### config.mk
export PLATFORM = sky130hd
export DESIGN_NAME = pe_credit_nic
export DESIGN_NICKNAME = d
export VERILOG_FILES = /design/src/rtl/noc_pkg.sv /design/src/rtl/nic_txq.sv /design/src/rtl/pe_credit_nic.sv
export SDC_FILE = /design/constraint.sdc
export NUM_CORES = 1
export LEC_CHECK = 0
export ABC_AREA = 1
export CORE_MARGIN = 3
export CORE_UTILIZATION = 40
export CTS_CLUSTER_DIAMETER = 80
export DETAILED_ROUTE_END_ITERATION = 7
export PLACE_DENSITY = 0.62
export RECOVER_POWER = 50
export SYNTH_ARGS = -nofsm -noshare
export SYNTH_HDL_FRONTEND = slang
export SYNTH_HIERARCHICAL = 1
export SYNTH_SLANG_ARGS = --single-unit
### constraint.sdc
create_clock -name clk -period 3.2 [get_ports clk]
set_input_delay 0.64 -clock clk [delete_from_list [all_inputs] [get_ports clk]]
set_output_delay 0.64 -clock clk [all_outputs]
set_load 0.01 [all_outputs]
### src/rtl/noc_pkg.sv
// Shared flit layout helpers and traffic-generator LFSR constants for the mesh NIC.
// Flits are {dst, src, payload}, with dst in the most significant bits.
package noc_pkg;

   localparam int MAX_FLIT_W = 64;

   // 16-bit Fibonacci LFSR, taps 16,14,13,11 (bits 15,13,12,10)
   localparam logic [15:0] LFSR_SEED = 16'hACE1;
   localparam logic [15:0] LFSR_TAPS = 16'hB400;

   function automatic int dst_lsb(input int flit_w, input int id_w);
      return flit_w - id_w;
   endfunction

   function automatic int src_lsb(input int flit_w, input int id_w);
      return flit_w - 2 * id_w;
   endfunction

   function automatic int payload_w(input int flit_w, input int id_w);
      return flit_w - 2 * id_w;
   endfunction

   function automatic logic [MAX_FLIT_W-1:0] field_mask(input int w);
      return (MAX_FLIT_W'(1) << w) - MAX_FLIT_W'(1);
   endfunction

   function automatic logic [MAX_FLIT_W-1:0] get_dst(input logic [MAX_FLIT_W-1:0] flit,
                                                     input int flit_w, input int id_w);
      return (flit >> dst_lsb(flit_w, id_w)) & field_mask(id_w);
   endfunction

   function automatic logic [MAX_FLIT_W-1:0] get_src(input logic [MAX_FLIT_W-1:0] flit,
                                                     input int flit_w, input int id_w);
      return (flit >> src_lsb(flit_w, id_w)) & field_mask(id_w);
   endfunction

   function automatic logic [MAX_FLIT_W-1:0] get_payload(input logic [MAX_FLIT_W-1:0] flit,
                                                         input int flit_w, input int id_w);
      return flit & field_mask(payload_w(flit_w, id_w));
   endfunction

endpackage

### src/rtl/nic_txq.sv
// TX queue for the NIC: synchronous FIFO with a registered read port.
// dout updates only on a pop and holds its value otherwise, so it drives dataout directly.
module nic_txq #(
   parameter int WIDTH = 20,
   parameter int DEPTH = 4
) (
   input  logic             clk,
   input  logic             RST,
   input  logic             push,
   input  logic             pop,
   input  logic [WIDTH-1:0] din,
   output logic [WIDTH-1:0] dout,
   output logic             full,
   output logic             empty
);

   localparam int PTR_W = $clog2(DEPTH);
   localparam logic [PTR_W:0] FULL_CNT = (PTR_W+1)'(DEPTH);

   logic [WIDTH-1:0] mem [DEPTH];
   logic [PTR_W-1:0] wr_ptr_reg, rd_ptr_reg;
   logic [PTR_W:0]   count_reg, count_next;
   logic [WIDTH-1:0] dout_reg;
   logic             do_push, do_pop;

   assign full    = (count_reg == FULL_CNT);
   assign empty   = (count_reg == '0);
   assign do_push = push && !full;
   assign do_pop  = pop && !empty;
   assign dout    = dout_reg;

   always_comb begin
      count_next = count_reg;
      case ({do_push, do_pop})
         2'b10:   count_next = count_reg + (PTR_W+1)'(1);
         2'b01:   count_next = count_reg - (PTR_W+1)'(1);
         default: count_next = count_reg;
      endcase
   end

   // Storage is left unreset so it maps onto RAM primitives
   always_ff @(posedge clk) begin
      if (do_push) mem[wr_ptr_reg] <= din;
   end

   always_ff @(posedge clk or negedge RST) begin
      if (!RST) begin
         wr_ptr_reg <= '0;
         rd_ptr_reg <= '0;
         count_reg  <= '0;
         dout_reg   <= '0;
      end else begin
         count_reg <= count_next;
         if (do_push) wr_ptr_reg <= wr_ptr_reg + PTR_W'(1);
         if (do_pop) begin
            rd_ptr_reg <= rd_ptr_reg + PTR_W'(1);
            dout_reg   <= mem[rd_ptr_reg];
         end
      end
   end

endmodule

### src/rtl/pe_credit_nic.sv
// Credit-flow-controlled network interface for a mesh PE: TX queue, credit counter, RX sink.
// Optional on-chip traffic generator enabled by defining PE_TRAFFIC_GEN_EN.
module pe_credit_nic
   import noc_pkg::*;
#(
   parameter int FLIT_W    = 20,
   parameter int ID_W      = 4,
   parameter int NODE_ID   = 9,
   parameter int CREDITS   = 4,
   parameter int TXQ_DEPTH = 4
) (
   input  logic                     clk,
   input  logic                     RST,
`ifdef PE_TRAFFIC_GEN_EN
   input  logic                     gen_en,
`endif
   input  logic                     tx_req,
   input  logic [ID_W-1:0]          tx_dst,
   input  logic [FLIT_W-2*ID_W-1:0] tx_payload,
   output logic                     tx_ready,
   output logic [FLIT_W-1:0]        dataout,
   output logic                     out_valid,
   input  logic                     ci,
   input  logic [FLIT_W-1:0]        datain,
   input  logic                     in_valid,
   output logic                     co,
   output logic [FLIT_W-2*ID_W-1:0] rx_payload,
   output logic [ID_W-1:0]          rx_src,
   output logic                     rx_valid,
   output logic [15:0]              rx_count,
   output logic                     misroute,
   output logic                     credit_err
);

   localparam int PAY_W = FLIT_W - 2 * ID_W;
   localparam int CNT_W = $clog2(CREDITS + 1);
   localparam logic [CNT_W-1:0] CREDITS_MAX = CNT_W'(CREDITS);
   localparam logic [ID_W-1:0]  NODE        = ID_W'(NODE_ID);

   logic              txq_full, txq_empty;
   logic              push, send;
   logic [ID_W-1:0]   push_dst;
   logic [PAY_W-1:0]  push_payload;
   logic [FLIT_W-1:0] push_flit;

   logic [CNT_W-1:0]  credits_reg, credits_next;
   logic              credit_err_reg, credit_err_next;
   logic              out_valid_reg;

   logic              co_reg, rx_valid_reg, misroute_reg;
   logic [PAY_W-1:0]  rx_payload_reg;
   logic [ID_W-1:0]   rx_src_reg;
   logic [15:0]       rx_count_reg;
   logic [ID_W-1:0]   rx_dst_w, rx_src_w;
   logic [PAY_W-1:0]  rx_payload_w;

`ifdef PE_TRAFFIC_GEN_EN
   logic [15:0]     lfsr_reg, lfsr_next, seq_reg;
   logic            gen_push;
   logic [ID_W-1:0] gen_dst;

   assign gen_push  = gen_en && !txq_full;
   assign lfsr_next = {lfsr_reg[14:0], ^(lfsr_reg & LFSR_TAPS)};
   // Never address ourselves: bump a self-hit to the next node ID
   assign gen_dst   = (lfsr_reg[ID_W-1:0] == NODE) ? NODE + ID_W'(1) : lfsr_reg[ID_W-1:0];

   assign push         = gen_en ? gen_push : (tx_req && !txq_full);
   assign push_dst     = gen_en ? gen_dst : tx_dst;
   assign push_payload = gen_en ? PAY_W'(seq_reg) : tx_payload;
   assign tx_ready     = !txq_full && !gen_en;

   always_ff @(posedge clk or negedge RST) begin
      if (!RST) begin
         lfsr_reg <= LFSR_SEED;
         seq_reg  <= '0;
      end else if (gen_push) begin
         lfsr_reg <= lfsr_next;
         seq_reg  <= seq_reg + 16'd1;
      end
   end
`else
   assign push         = tx_req && !txq_full;
   assign push_dst     = tx_dst;
   assign push_payload = tx_payload;
   assign tx_ready     = !txq_full;
`endif

   assign push_flit = {push_dst, NODE, push_payload};
   assign send      = !txq_empty && (credits_reg != '0);

   nic_txq #(
      .WIDTH (FLIT_W),
      .DEPTH (TXQ_DEPTH)
   ) u_txq (
      .clk   (clk),
      .RST   (RST),
      .push  (push),
      .pop   (send),
      .din   (push_flit),
      .dout  (dataout),
      .full  (txq_full),
      .empty (txq_empty)
   );

   always_comb begin
      credits_next    = credits_reg;
      credit_err_next = credit_err_reg;
      if (send && !ci) begin
         credits_next = credits_reg - CNT_W'(1);
      end else if (ci && !send) begin
         // A return with nothing outstanding is an upstream protocol error
         if (credits_reg == CREDITS_MAX) credit_err_next = 1'b1;
         else                            credits_next    = credits_reg + CNT_W'(1);
      end
   end

   always_ff @(posedge clk or negedge RST) begin
      if (!RST) begin
         credits_reg    <= CREDITS_MAX;
         credit_err_reg <= 1'b0;
         out_valid_reg  <= 1'b0;
      end else begin
         credits_reg    <= credits_next;
         credit_err_reg <= credit_err_next;
         out_valid_reg  <= send;
      end
   end

   assign rx_dst_w     = ID_W'(get_dst(MAX_FLIT_W'(datain), FLIT_W, ID_W));
   assign rx_src_w     = ID_W'(get_src(MAX_FLIT_W'(datain), FLIT_W, ID_W));
   assign rx_payload_w = PAY_W'(get_payload(MAX_FLIT_W'(datain), FLIT_W, ID_W));

   // Always-ready sink: every valid flit is counted and its slot credited back
   always_ff @(posedge clk or negedge RST) begin
      if (!RST) begin
         co_reg         <= 1'b0;
         rx_valid_reg   <= 1'b0;
         rx_payload_reg <= '0;
         rx_src_reg     <= '0;
         rx_count_reg   <= '0;
         misroute_reg   <= 1'b0;
      end else begin
         co_reg       <= in_valid;
         rx_valid_reg <= in_valid;
         if (in_valid) begin
            rx_payload_reg <= rx_payload_w;
            rx_src_reg     <= rx_src_w;
            rx_count_reg   <= rx_count_reg + 16'd1;
            if (rx_dst_w != NODE) misroute_reg <= 1'b1;
         end
      end
   end

   assign out_valid  = out_valid_reg;
   assign credit_err = credit_err_reg;
   assign co         = co_reg;
   assign rx_valid   = rx_valid_reg;
   assign rx_payload = rx_payload_reg;
   assign rx_src     = rx_src_reg;
   assign rx_count   = rx_count_reg;
   assign misroute   = misroute_reg;

endmodule

Yosys cells after proc, flatten, opt, wreduce, memory -nomap -nowiden:

Memories as Yosys holds them, arrays and structs flattened. A register that Yosys moved wholly into a read port is not among the register bits.
Cells that the tools add are included.

* bits of input ports: 41
* register bits: 66
* memories: 1
* bits in writable memories: 64
* output and inout bits: 58
* bits in read-only memories: 0
* latch bits: 0

* $mul: 0
* reduce and logical (&&, ||, !) cells: 18
* bitwise gates (word level): 1
* muxes and demuxes: 6
* divide/modulo/power cells: 0
* shift operators: 0
* add/subtract/negate cells: 7
* equality and inequality tests: 6
* $lt $le $gt $ge: 0

Memories
* u_txq.mem: depth 4, bits a word 16, read ports 1, clocked after memory_dff 1, write ports 1, RTL line nic_txq.sv:20 `logic [WIDTH-1:0] mem [DEPTH];`

Operator list (count)
* adder 16 x 1 -> 16 bit, second input constant: 1
* two-way mux 3 bit: 3
* adder 3 x 1 -> 3 bit, second input constant: 2
* equality test 3 bit, second input constant: 2
* logical AND 1 bit: 6
* case mux 3 bit (2 select lines): 1
* subtractor 3 x 1 -> 3 bit, second input constant: 2
* logical NOT 1 bit: 5
* adder 2 x 1 -> 2 bit, second input constant: 2
* inequality test 4 bit, second input constant: 1
* AND reduction 2 bit: 2
* nonzero test 2 bit: 2
* logical NOT 3 bit: 1
* AND reduction 3 bit: 1
* nonzero test 3 bit: 1
* equality test 2 x 1 -> 1 bit, second input constant: 1
* equality test 2 bit, second input constant: 1
* two-way mux 1 bit: 2
* inequality test 2 bit, second input constant: 1
* inverter 1 bit: 1

Logic depth before layout (Yosys ltp):

Gate-level depths: netlist (run 1).

* depth after elaboration: 7
* mapped depth: 13

Cells and area by module:

The synthesis (run 1) kept the hierarchy.

By module, submodules not included
* nic_txq: area an instance 4573.1 um^2, times used 1, cells each 453
* pe_credit_nic: area an instance 1851.8 um^2, times used 1, cells each 224

Least setup slack after synthesis (run 1):

OpenSTA, ideal clock, no wires.

* path type: reg-to-reg
* start: reg credits_reg[2]
* end: reg u_txq.count_reg[2]
* clock period less this slack: 2342 ps
* arrival time: 2218 ps
* slack: 858 ps
* buffers on the path: 1
* cell stages (with the launch flop): 11
* cell sequence: dfstp_2 inv_1 a31oi_1 a21boi_4 buf_4 ha_1 inv_1 fa_1 nand2_1 nand3_1 xor2_1

* word-level cells in the longest chain between the ends: 5
* elaborated cells between the ends (all ways): 7
* those cells by class: eq/ne (2); mux (1); reduce/logical (4)

Ends and longest elaborated chain
* start: declaration: RTL line pe_credit_nic.sv:46 `logic [CNT_W-1:0] credits_reg, credits_next;`
* start signal: assignment: RTL line pe_credit_nic.sv:123 `credits_reg <= credits_next;`
* nonzero test 3 bit *: RTL line pe_credit_nic.sv:89 `assign send = !txq_empty && (credits_reg != '0);`
* logical AND 1 bit *: RTL line pe_credit_nic.sv:89
* net send: RTL line pe_credit_nic.sv:41 `logic push, send;`
* logical AND 1 bit *: RTL line nic_txq.sv:29 `assign do_pop = pop && !empty;`
* net u_txq.do_pop: RTL line nic_txq.sv:24 `logic do_push, do_pop;`
* equality test 2 x 1 -> 1 bit or equality test 2 bit (tied branches): RTL line nic_txq.sv:34 `case ({do_push, do_pop})`
* case mux 3 bit (2 select lines) or nonzero test 2 bit (tied branches)
* end signal: assignment: RTL line nic_txq.sv:53 `count_reg <= count_next;`
* end: declaration: RTL line nic_txq.sv:22 `logic [PTR_W:0] count_reg, count_next;`

Mark *: on every way through the listed nets, which the timed path passes. The rest lies on a longest branch.
A chain may end at the register's enable or synchronous reset.

Worst setup path after layout (run 1):

* start: reg u_txq.count_reg[0]
* end: out tx_ready

* word-level cells in the longest chain between the ends: 2

Ends and longest elaborated chain
* equality test 3 bit: RTL line nic_txq.sv:26 `assign full = (count_reg == FULL_CNT);`
* net txq_full: RTL line pe_credit_nic.sv:40 `logic txq_full, txq_empty;`
* logical NOT 1 bit: RTL line pe_credit_nic.sv:85 `assign tx_ready = !txq_full;`
* end: declaration: RTL line pe_credit_nic.sv:20 `output logic tx_ready,`

The timed path passes the listed nets, and every way through them passes these cells.

==> results.yml, run 1 <==
sta:
  timing.slew.headroom_pct: -14.3
  tns_ps: 0
  period_share_pct: 77.6
  clock_skew_ps: 7.41
  finalCriticalPeriod_ps: 2480
  finalHoldViolations: 0
  tightest_slew_ps: 1710
  finalWorstSetupSlack_ps: 718
  max_freq_ghz: 0.403
  grt_setup_unrepaired: "false"
  setup_viol: 0
  slew_viol_final: 67
drt:
  drt_iter0_drc: 253
  vias_per_cell: 4.51
  dr.pass1.iters: 4
  final_antenna_net_count: 0
  drc: 0
  routed_wl_mm: 13.3
  via_count: 4602
  wire_per_inst_microns: 13.0
cts:
  cts_hold_buf: 0
  cts_setup_buffers: 0
  cts_root_buf: "clkbuf_16"
  clkTransAtPathRegs_ps: 50
  cts_resized: 0
  clk-insertion-delay-late_ps: 410
  cts_tree: "yes"
  htreeDepth: 4
  cts_buffer_depth: 2
  numCtsBuffers: 17
  cts_sinks: 146
power_and_ir_drop:
  ir_drop_mv: 0.432
  swShare_pct: 34.8
  seq_power_share_pct: 37.3
  power_w: 0.00738
  p_leak_nw: 3.93
  pwr-share-clk_pct: 26.6
  p_sw_w: 0.00257
  comb_power_share_pct: 36.1
  powerDensity_nw_per_um2: 895
  internal-power_w: 0.00481
yosys:
  ys_warn_count: 6
  synth_adder_area_share_pct: 2.18
  synthMuxAreaShare_pct: 0
  synthDistinctLibCells: 32
  synth-seq-cells: 146
  synth.cell_area_sq_um: 6420
  synth_compound_area_share_pct: 1.13
  synth_top_family_by_area: "simple AND/OR/NAND/NOR gates"
  synth_xor_area_share_pct: 1.64
  syn_inst: 677
  ys_seq_area_share_pct: 63.1
  synth.avg_cell_area_sq_um: 9.49
  synthSimpleGateAreaFrac_pct: 22.4
critical_path:
  critPathMaxStageDelay_ps: 470
  cp_common_cell: "inv_1"
  crit_type: "reg2out"
  start_kind: "flip-flop"
  crit_arrival_ps: 1840
  crit_chain: "nor2_1, nand2_1, inv_1, inv_1, clkdlybuf4s50_1"
  cp.required_ps: 2560
  cpMaxStageDelayCell: "clkdlybuf4s50_1"
  end_kind: "output pin"
  path_buf_inv: 3
  path_delay_family: "buffers and inverters"
  critPathMaxFanout: 3
floorplanning:
  start_util_pct: 41.5
  die_h_microns: 133
  core_area_sq_um: 15500
  die-area_sq_um: 17600
  rows: 45
  io_pins: 99
  die_x_microns: 133
grt:
  grt_usage_pct: 15.8
  antenna_found_initial: 0
  met2_usage_pct: 25.6
  grt_pass1_wl_mm: 22.3
  grt_pass1_vias: 4558
  busiest_layer: "met2"
  grt_overflow: 0
  grtUsageMet3_pct: 4.68
  use_met1_pct: 20.7
  grt_max_degree: 67
layout:
  area_growth_pct: 28.4
  layout-drive-gt1-share_pct: 6.30
  regArea_sq_um: 4060
  multi_input_area_sq_um: 1810
  nets: 848
  diodes: 0
  filler_cell_count: 1426
  largest_reg_flops: 80
worst_hold_path:
  hp-class: "reg2reg"
placed_design:
  gp_congestion: 0.857
  pre_cts_ws_ps: 728
  numPortBuffers: 98
  hpwl_mm: 8.83
outcome:
  outcome: "finished, violations left"
  violations: "capacitance limit, slew limit"
run:
  max_cap_violations: 1
-- Yosys cell counts --
cell type / instances / area share, %
buf_6: 3 / 0.53
o21bai_1: 1 / 0.12
buf_1: 1 / 0.058
nor2_1: 21 / 1.2
conb_1: 2 / 0.12
nand3_1: 51 / 4.0
nand4_1: 7 / 0.68
inv_2: 2 / 0.12
o21ai_2: 1 / 0.14
inv_1: 123 / 7.2
buf_2: 8 / 0.62
fa_1: 2 / 0.62
o21ai_0: 3 / 0.23
nor3_4: 1 / 0.25
edfxtp_1: 80 / 37
xnor2_1: 5 / 0.68
xor2_1: 7 / 0.95
or2_2: 1 / 0.097
nor2_2: 3 / 0.29
ha_1: 8 / 1.6
a21boi_4: 1 / 0.29
dfrtp_1: 65 / 25
a31oi_1: 2 / 0.19
clkbuf_1: 6 / 0.35
dfstp_2: 1 / 0.41
buf_4: 5 / 0.58
nor3_1: 1 / 0.078
nand3b_1: 1 / 0.12
nor2_4: 1 / 0.18
a41o_1: 1 / 0.16
nand2_2: 3 / 0.29
nand2_1: 260 / 15
-- area by class of cell --
class | instances | area share, %
tap | 211 | 3.20
clock inverter | 9 | 1.24
clock buffer | 23 | 6.04
sequential | 146 | 49.2
inverter | 125 | 5.69
multi-input combinational | 397 | 21.9
timing repair buffer | 110 | 12.8
-- power groups by stage --
stage / Sequential, W / Clock [W] / Combinational (W)
final: 0.00275 / 0.00196 / 0.00267
after global routing: 0.00281 / 0.00210 / 0.00305
after CTS: 0.00276 / 0.00202 / 0.00276
after detailed placement: 0.00279 / 0 / 0.00274
after global placement: 0.00277 / 0 / 0.00267
after floorplan: 0.00285 / 0 / 0.00166
-- layer usage --
metal,share of wire (%),routed length [microns]
met1,46,6090
met2,48,6320
met3,5.6,746
met4,0.90,119
met5,0,0
-- worst paths after layout --
check | to | cells past startpoint | startpoint | slack, ps
min in group asynchronous | rx_count[13] | 2 | RST | 750
worst min register to register | rx_payload[3] | 2 | rx_payload[3] | 460
worst max register to register | u_txq/dout[3] | 9 | u_txq/count_reg[0] | 760
worst min-delay path | rx_payload[3] | 2 | rx_payload[3] | 460
worst max-delay path | tx_ready | 5 | u_txq/count_reg[0] | 720
max in group asynchronous | u_txq/wr_ptr_reg[1] | 2 | RST | 1410
-- cell families after synthesis --
family	after synthesis
flops	146
simple gates	350
xor+xnor	12
buf+inv	148
fa+ha+maj	10
compound gates	9
other cells	2
-- metrics by stage --
step / cell area [sq um] / cells / utilization (%) / hold WS [ps]
after global routing: 8250 / 1021 / 53.3 / 484
after CTS: 8280 / 1021 / 53.5 / 461
final: 8250 / 1021 / 53.3 / 465
after floorplan: 6480 / 691 / - / 344
after global placement: 7680 / 989 / 49.6 / 452
after detailed placement: 7680 / 989 / 49.6 / 456
-- worst min-delay path: stages, from the launching register on --
cell,delay (ps)
dfrtp_1,330
nand2_1,50
nand2_1,50
-- cells in the final DEF, fill, tap and decap left out, types with 2 or more instances in the layout --
master and instances:
nand2_1 261, inv_1 124, clkdlybuf4s50_1 80, edfxtp_1 80, dfrtp_1 65, nand3_1 51
nor2_1 20, clkbuf_16 17, dlygate4sd3_1 17, conb_1 16, ha_1 8, buf_4 8
nand4_1 7, xor2_1 7, nor2_2 5, xnor2_1 5, clkbuf_8 5, o21ai_0 4
clkbuf_1 4, clkinv_2 3, a31oi_1 2, fa_1 2, bufinv_16 2, clkinvlp_4 2
clkinv_1 2, nand2_2 2
Power figures use the tool's default switching activity.
==> run 2: changes to the inputs <==
PLACE_DENSITY = 0.65   (was 0.62)
clock period = 2.15 ns   (was 3.2 ns; I/O delays follow)
==> results.yml, run 2 (synthesis results as in run 1) <==
outcome:
  outcome: "finished, final reports clean"
critical_path:
  path_buf_inv: 2
  crit_type: "reg2reg"
  critPathMaxStageDelay_ps: 560
  cp.required_ps: 2440
  cpMaxStageDelayCell: "dfstp_2"
  crit_arrival_ps: 2350
  crit_chain: "inv_2, a31oi_4, a21boi_4, ha_2, inv_2, fa_2, nand2_1, nand3_1, xor2_1"
  cp_common_cell: "inv_2"
  end_kind: "flip-flop"
  path_delay_family: "adder cells"
  start_kind: "flip-flop"
  critPathMaxFanout: 4
drt:
  drt_iter0_drc: 291
  drc: 0
  via_count: 4618
  routed_wl_mm: 13.9
  vias_per_cell: 4.50
  dr.pass1.iters: 4
  wire_per_inst_microns: 13.5
  final_antenna_net_count: 0
power_and_ir_drop:
  seq_power_share_pct: 35.8
  internal-power_w: 0.00746
  p_sw_w: 0.00397
  ir_drop_mv: 0.790
  p_leak_nw: 3.98
  swShare_pct: 34.7
  powerDensity_nw_per_um2: 1360
  comb_power_share_pct: 37.3
  pwr-share-clk_pct: 26.9
grt:
  grt_max_degree: 43
  grt_pass1_wl_mm: 23.3
  antenna_found_initial: 0
  grt_overflow: 0
  grt_pass1_vias: 4791
  grt_usage_pct: 16.6
cts:
  cts_buffer_depth: 2
  clkTransAtPathRegs_ps: 60
  htreeDepth: 4
  cts_root_buf: "clkbuf_16"
  clk-insertion-delay-late_ps: 410
  cts_sinks: 146
  cts_tree: "yes"
  numCtsBuffers: 17
  cts_hold_buf: 0
placed_design:
  hpwl_mm: 9.16
  numPortBuffers: 98
  place_inst: 993
  gp_congestion: 0.758
layout:
  filler_cell_count: 1378
  diodes: 0
  final_common_cell: "nand2_1"
  final_cell_mix: "nand2_1 (260), inv_1 (121), edfxtp_1 (80)"
  nets: 854
  area_growth_pct: 30.5
  largest_reg_flops: 80
  layout-drive-gt1-share_pct: 8.21
  finalNonFillerCells: 1027
sta:
  finalCriticalPeriod_ps: 2060
  max_freq_ghz: 0.485
  slew_viol_final: 0
  timing.slew.headroom_pct: 4.46
  tns_ps: 0
  clock_skew_ps: 10.8
  period_share_pct: 95.8
  grt_setup_unrepaired: "false"
  tightest_slew_ps: 1430
  finalHoldViolations: 0
  setup_viol: 0
floorplanning:
  die_x_microns: 133
  rows: 45
  start_util_pct: 41.5
  io_pins: 99
  die_h_microns: 133
  die-area_sq_um: 17600
  core_area_sq_um: 15500
run:
  max_cap_violations: 0
worst_hold_path:
  hp-class: "in2async"
-- run 2: power groups by stage --
stage | sequential, W | clock, W | combinational [W]
floorplan | 0.00424 | 0 | 0.00253
global placement | 0.00412 | 0 | 0.00408
detailed placement | 0.00415 | 0 | 0.00420
CTS | 0.00411 | 0.00314 | 0.00428
global route | 0.00418 | 0.00328 | 0.00483
finish | 0.00410 | 0.00307 | 0.00426
-- run 2: area by class of cell --
cell class | instances | area, sq um | area share (%)
repair buffers | 116 | 1140 | 13.6
flip-flops and latches | 146 | 4060 | 48.4
multi-input cells | 397 | 1840 | 21.9
clock buffers | 21 | 460 | 5.49
clock inverters | 11 | 160 | 1.91
well taps | 211 | 264 | 3.15
inverters | 125 | 469 | 5.60
-- run 2: metal layers --
layer | vias up | track usage (%) | wire length, microns
met5 | - | 0 | 0
li1 | 2310 | - | -
met2 | 74 | 28.4 | 7160
met3 | 14 | 4.11 | 423
met1 | 2220 | 20.7 | 6080
met4 | 0 | 5.48 | 191
-- run 2: through the flow --
stage | hold slack [ps] | total power (W) | cell area, sq um | worst slack (ps) | utilization, %
6_report | 341 | 0.0114 | 8390 | 89.3 | 54.2
5_1_grt | 462 | 0.0123 | 8390 | 14.4 | 54.2
4_1_cts | 67.2 | 0.0115 | 8430 | 18.4 | 54.4
3_5_place_dp | 456 | 0.00835 | 7790 | 1.28 | 50.3
3_3_place_gp | 453 | 0.00820 | 7790 | 82.0 | 50.3
2_1_floorplan | 134 | 0.00677 | 6500 | 2.60 | -
-- run 2: repair_timing --
item                       CTS  global route
setup endpoints to repair    1             5
pin swaps                    1             3
buffers inserted             1             2
hold endpoints to repair     0             0
resized for setup            1             6
-- run 2: worst paths after layout --
kind	from	end	slack (ps)	depth (start not counted)
setup / recovery	credits_reg[2]	u_txq/count_reg[2]	90	9
setup reg to reg	credits_reg[2]	u_txq/count_reg[2]	90	9
hold / removal	RST	rx_payload[5]	340	1
min in group clk	rx_src[2]	rx_src[2]	470	2
max in group asynchronous	RST	u_txq/dout[14]	470	2
hold reg to reg	rx_src[2]	rx_src[2]	470	2
==> run 3: changes to the inputs <==
ABC_AREA = unset   (was 1)
PLACE_DENSITY = 0.66   (was 0.65)
==> results.yml, run 3 <==
outcome:
  outcome: "finished, violations left"
  violations: "capacitance limit, slew limit"
power_and_ir_drop:
  powerDensity_nw_per_um2: 1390
  comb_power_share_pct: 35.7
  p_sw_w: 0.00335
  seq_power_share_pct: 38.0
  pwr-share-clk_pct: 26.3
  swShare_pct: 30.8
  ir_drop_mv: 0.853
  power_w: 0.0109
  p_leak_nw: 3.11
  internal-power_w: 0.00752
drt:
  wire_per_inst_microns: 16.6
  via_count: 3341
  drc: 0
  drt_iter0_drc: 159
  vias_per_cell: 4.80
  routed_wl_mm: 11.5
  dr.pass1.iters: 4
  final_antenna_net_count: 0
sta:
  tightest_slew_ps: 1660
  finalWorstSetupSlack_ps: 73.4
  slew_viol_final: 67
  finalHoldViolations: 0
  clock_skew_ps: 9.57
  timing.hold.ws_ps: 467
  period_share_pct: 96.6
  max_freq_ghz: 0.482
  setup_viol: 0
  timing.slew.headroom_pct: -10.4
  grt_setup_unrepaired: "true"
  finalCriticalPeriod_ps: 2080
  tns_ps: 0
yosys:
  synthTopCellsByCount: "edfxtp_1 (80), nand2_1 (68), dfrtp_1 (65)"
  synth.top_cell.area_share_pct: 41.7
  synth.cell_area_sq_um: 5760
  ys_seq_area_share_pct: 70.4
  ys_warn_count: 6
  synth.avg_cell_area_sq_um: 16.1
  synth.area.top_cells: "edfxtp_1 (42%), dfrtp_1 (28%), mux4_2 (7.0%)"
  syn_inst: 358
  synth-seq-cells: 146
  ys.flop_type: "edfxtp_1"
  synthDistinctLibCells: 42
  synth_top_area_cell: "edfxtp_1"
  yosysMostFrequentCell: "edfxtp_1"
  synth_edf_count: 80
  async_flop_share_pct: 45.2
placed_design:
  gp_congestion: 0.729
  hpwl_mm: 7.70
  pre_cts_ws_ps: -99.8
  numPortBuffers: 98
  placed_cell_area_sq_um: 7150
critical_path:
  r2r_end: "u_txq/count_reg[2]"
  end_kind: "flip-flop"
  crit_arrival_ps: 2400
  critPathMaxStageDelay_ps: 540
  path_buf_inv: 3
  cpMaxStageDelayCell: "dfstp_2"
  start_kind: "flip-flop"
  rr_worst_depth: 11
  cp.required_ps: 2470
  crit_chain: "nor3_2, or2_4, inv_4, o31ai_4, inv_2, ha_4, inv_2, fa_2, xor2_1, nor2_1, xor2_1"
  path_delay_family: "flip-flops"
  r2r-start: "credits_reg[2]"
  crit_type: "reg2reg"
  regToRegSetupSlack_ps: 70
  critPathMaxFanout: 3
cts:
  numCtsBuffers: 17
  cts_buffer_depth: 2
  cts_root_buf: "clkbuf_16"
  htreeDepth: 4
  cts_tree: "yes"
  clkTransAtPathRegs_ps: 60
  cts_sinks: 146
  clk-insertion-delay-late_ps: 410
layout:
  area_growth_pct: 35.3
  nets: 555
  final_cell_mix: "clkdlybuf4s50_1 (80), edfxtp_1 (80), nand2_1 (68)"
  fin_area_sq_um: 7790
  largest_reg_flops: 80
  diodes: 0
  layout-drive-gt1-share_pct: 20.7
  filler_cell_count: 1145
floorplanning:
  die-area_sq_um: 15900
  die_h_microns: 126
  io_pins: 99
  start_util_pct: 41.2
  core_area_sq_um: 14000
  die_x_microns: 126
  rows: 43
grt:
  grt_usage_pct: 15.5
  grt_overflow: 0
  antenna_found_initial: 0
  grt_pass1_vias: 3655
  grt_pass1_wl_mm: 19.0
  grt_max_degree: 67
worst_hold_path:
  hold_end: "misroute"
  hold_start: "misroute"
  hp-class: "reg2reg"
  whs_path_depth: 1
run:
  max_cap_violations: 1
-- run 3: cell count changes after synthesis, sizes merged, moves of 18 or more --
cell / before / now
inv: 125 / 15
mux2: 0 / 18
nand2: 263 / 68
nand3: 51 / 5
nor2: 25 / 6
mux4: 0 / 20
-- run 3: metal layers --
layer,wire (microns),vias to the layer above,track usage (%)
li1,-,1559,-
met1,4910,1654,19.2
met2,5820,115,26.2
met3,661,13,4.71
met4,141,0,5.24
met5,0,-,0
-- run 3: repair_timing --
| action | in CTS | in global routing |
|---|---|---|
| hold buffers | 0 | 0 |
| setup endpoints to repair | 3 | 3 |
| pin swaps | 1 | 3 |
| setup buffers | 6 | 2 |
| gates resized for setup | 4 | 7 |
-- run 3: worst max path at each step --
stage,startpoint,endpoint,cells past startpoint
5_1_grt,credits_reg[2],u_txq/count_reg[2],11
6_report,credits_reg[2],u_txq/count_reg[2],11
2_1_floorplan,credits_reg[2],u_txq/count_reg[2],12
4_1_cts,u_txq/count_reg[1],tx_ready,4
3_3_place_gp,tx_req,u_txq/count_reg[2],10
3_5_place_dp,tx_req,u_txq/count_reg[2],10
-- run 3: metrics by stage --
stage	std cells	utilization, %
after detailed placement	657	51.1
after floorplan	372	-
after global placement	657	51.1
after CTS	694	55.6
final	696	55.7
after global routing	696	55.7
-- run 3: cell type report --
type                    count  area, sq um  area share [%]
inverters                  15         58.8           0.754
multi-input cells         200         1680            21.5
flip-flops and latches    146         4060            52.0
clock inverters            13          144            1.85
repair buffers            124         1200            15.5
well taps                 180          225            2.89
clock buffers              18          429            5.51
-- run 3: cell families after synthesis --
group / Yosys count / share of synthesized area [%]
simple gates: 103 / 8.47
compound gates: 11 / 1.48
buf+inv: 26 / 2.19
mux: 39 / 11.7
flops: 146 / 70.4
other cells: 2 / 0.130
xor+xnor: 21 / 3.19
fa+ha+maj: 10 / 2.43
-- run 3: power by group through the flow --
stage	registers [W]	logic [W]	clock network [W]
final	0.00414	0.00388	0.00286
after global routing	0.00422	0.00429	0.00305
after CTS	0.00414	0.00387	0.00294
after detailed placement	0.00421	0.00372	0
after global placement	0.00417	0.00362	0
after floorplan	0.00427	0.00209	0
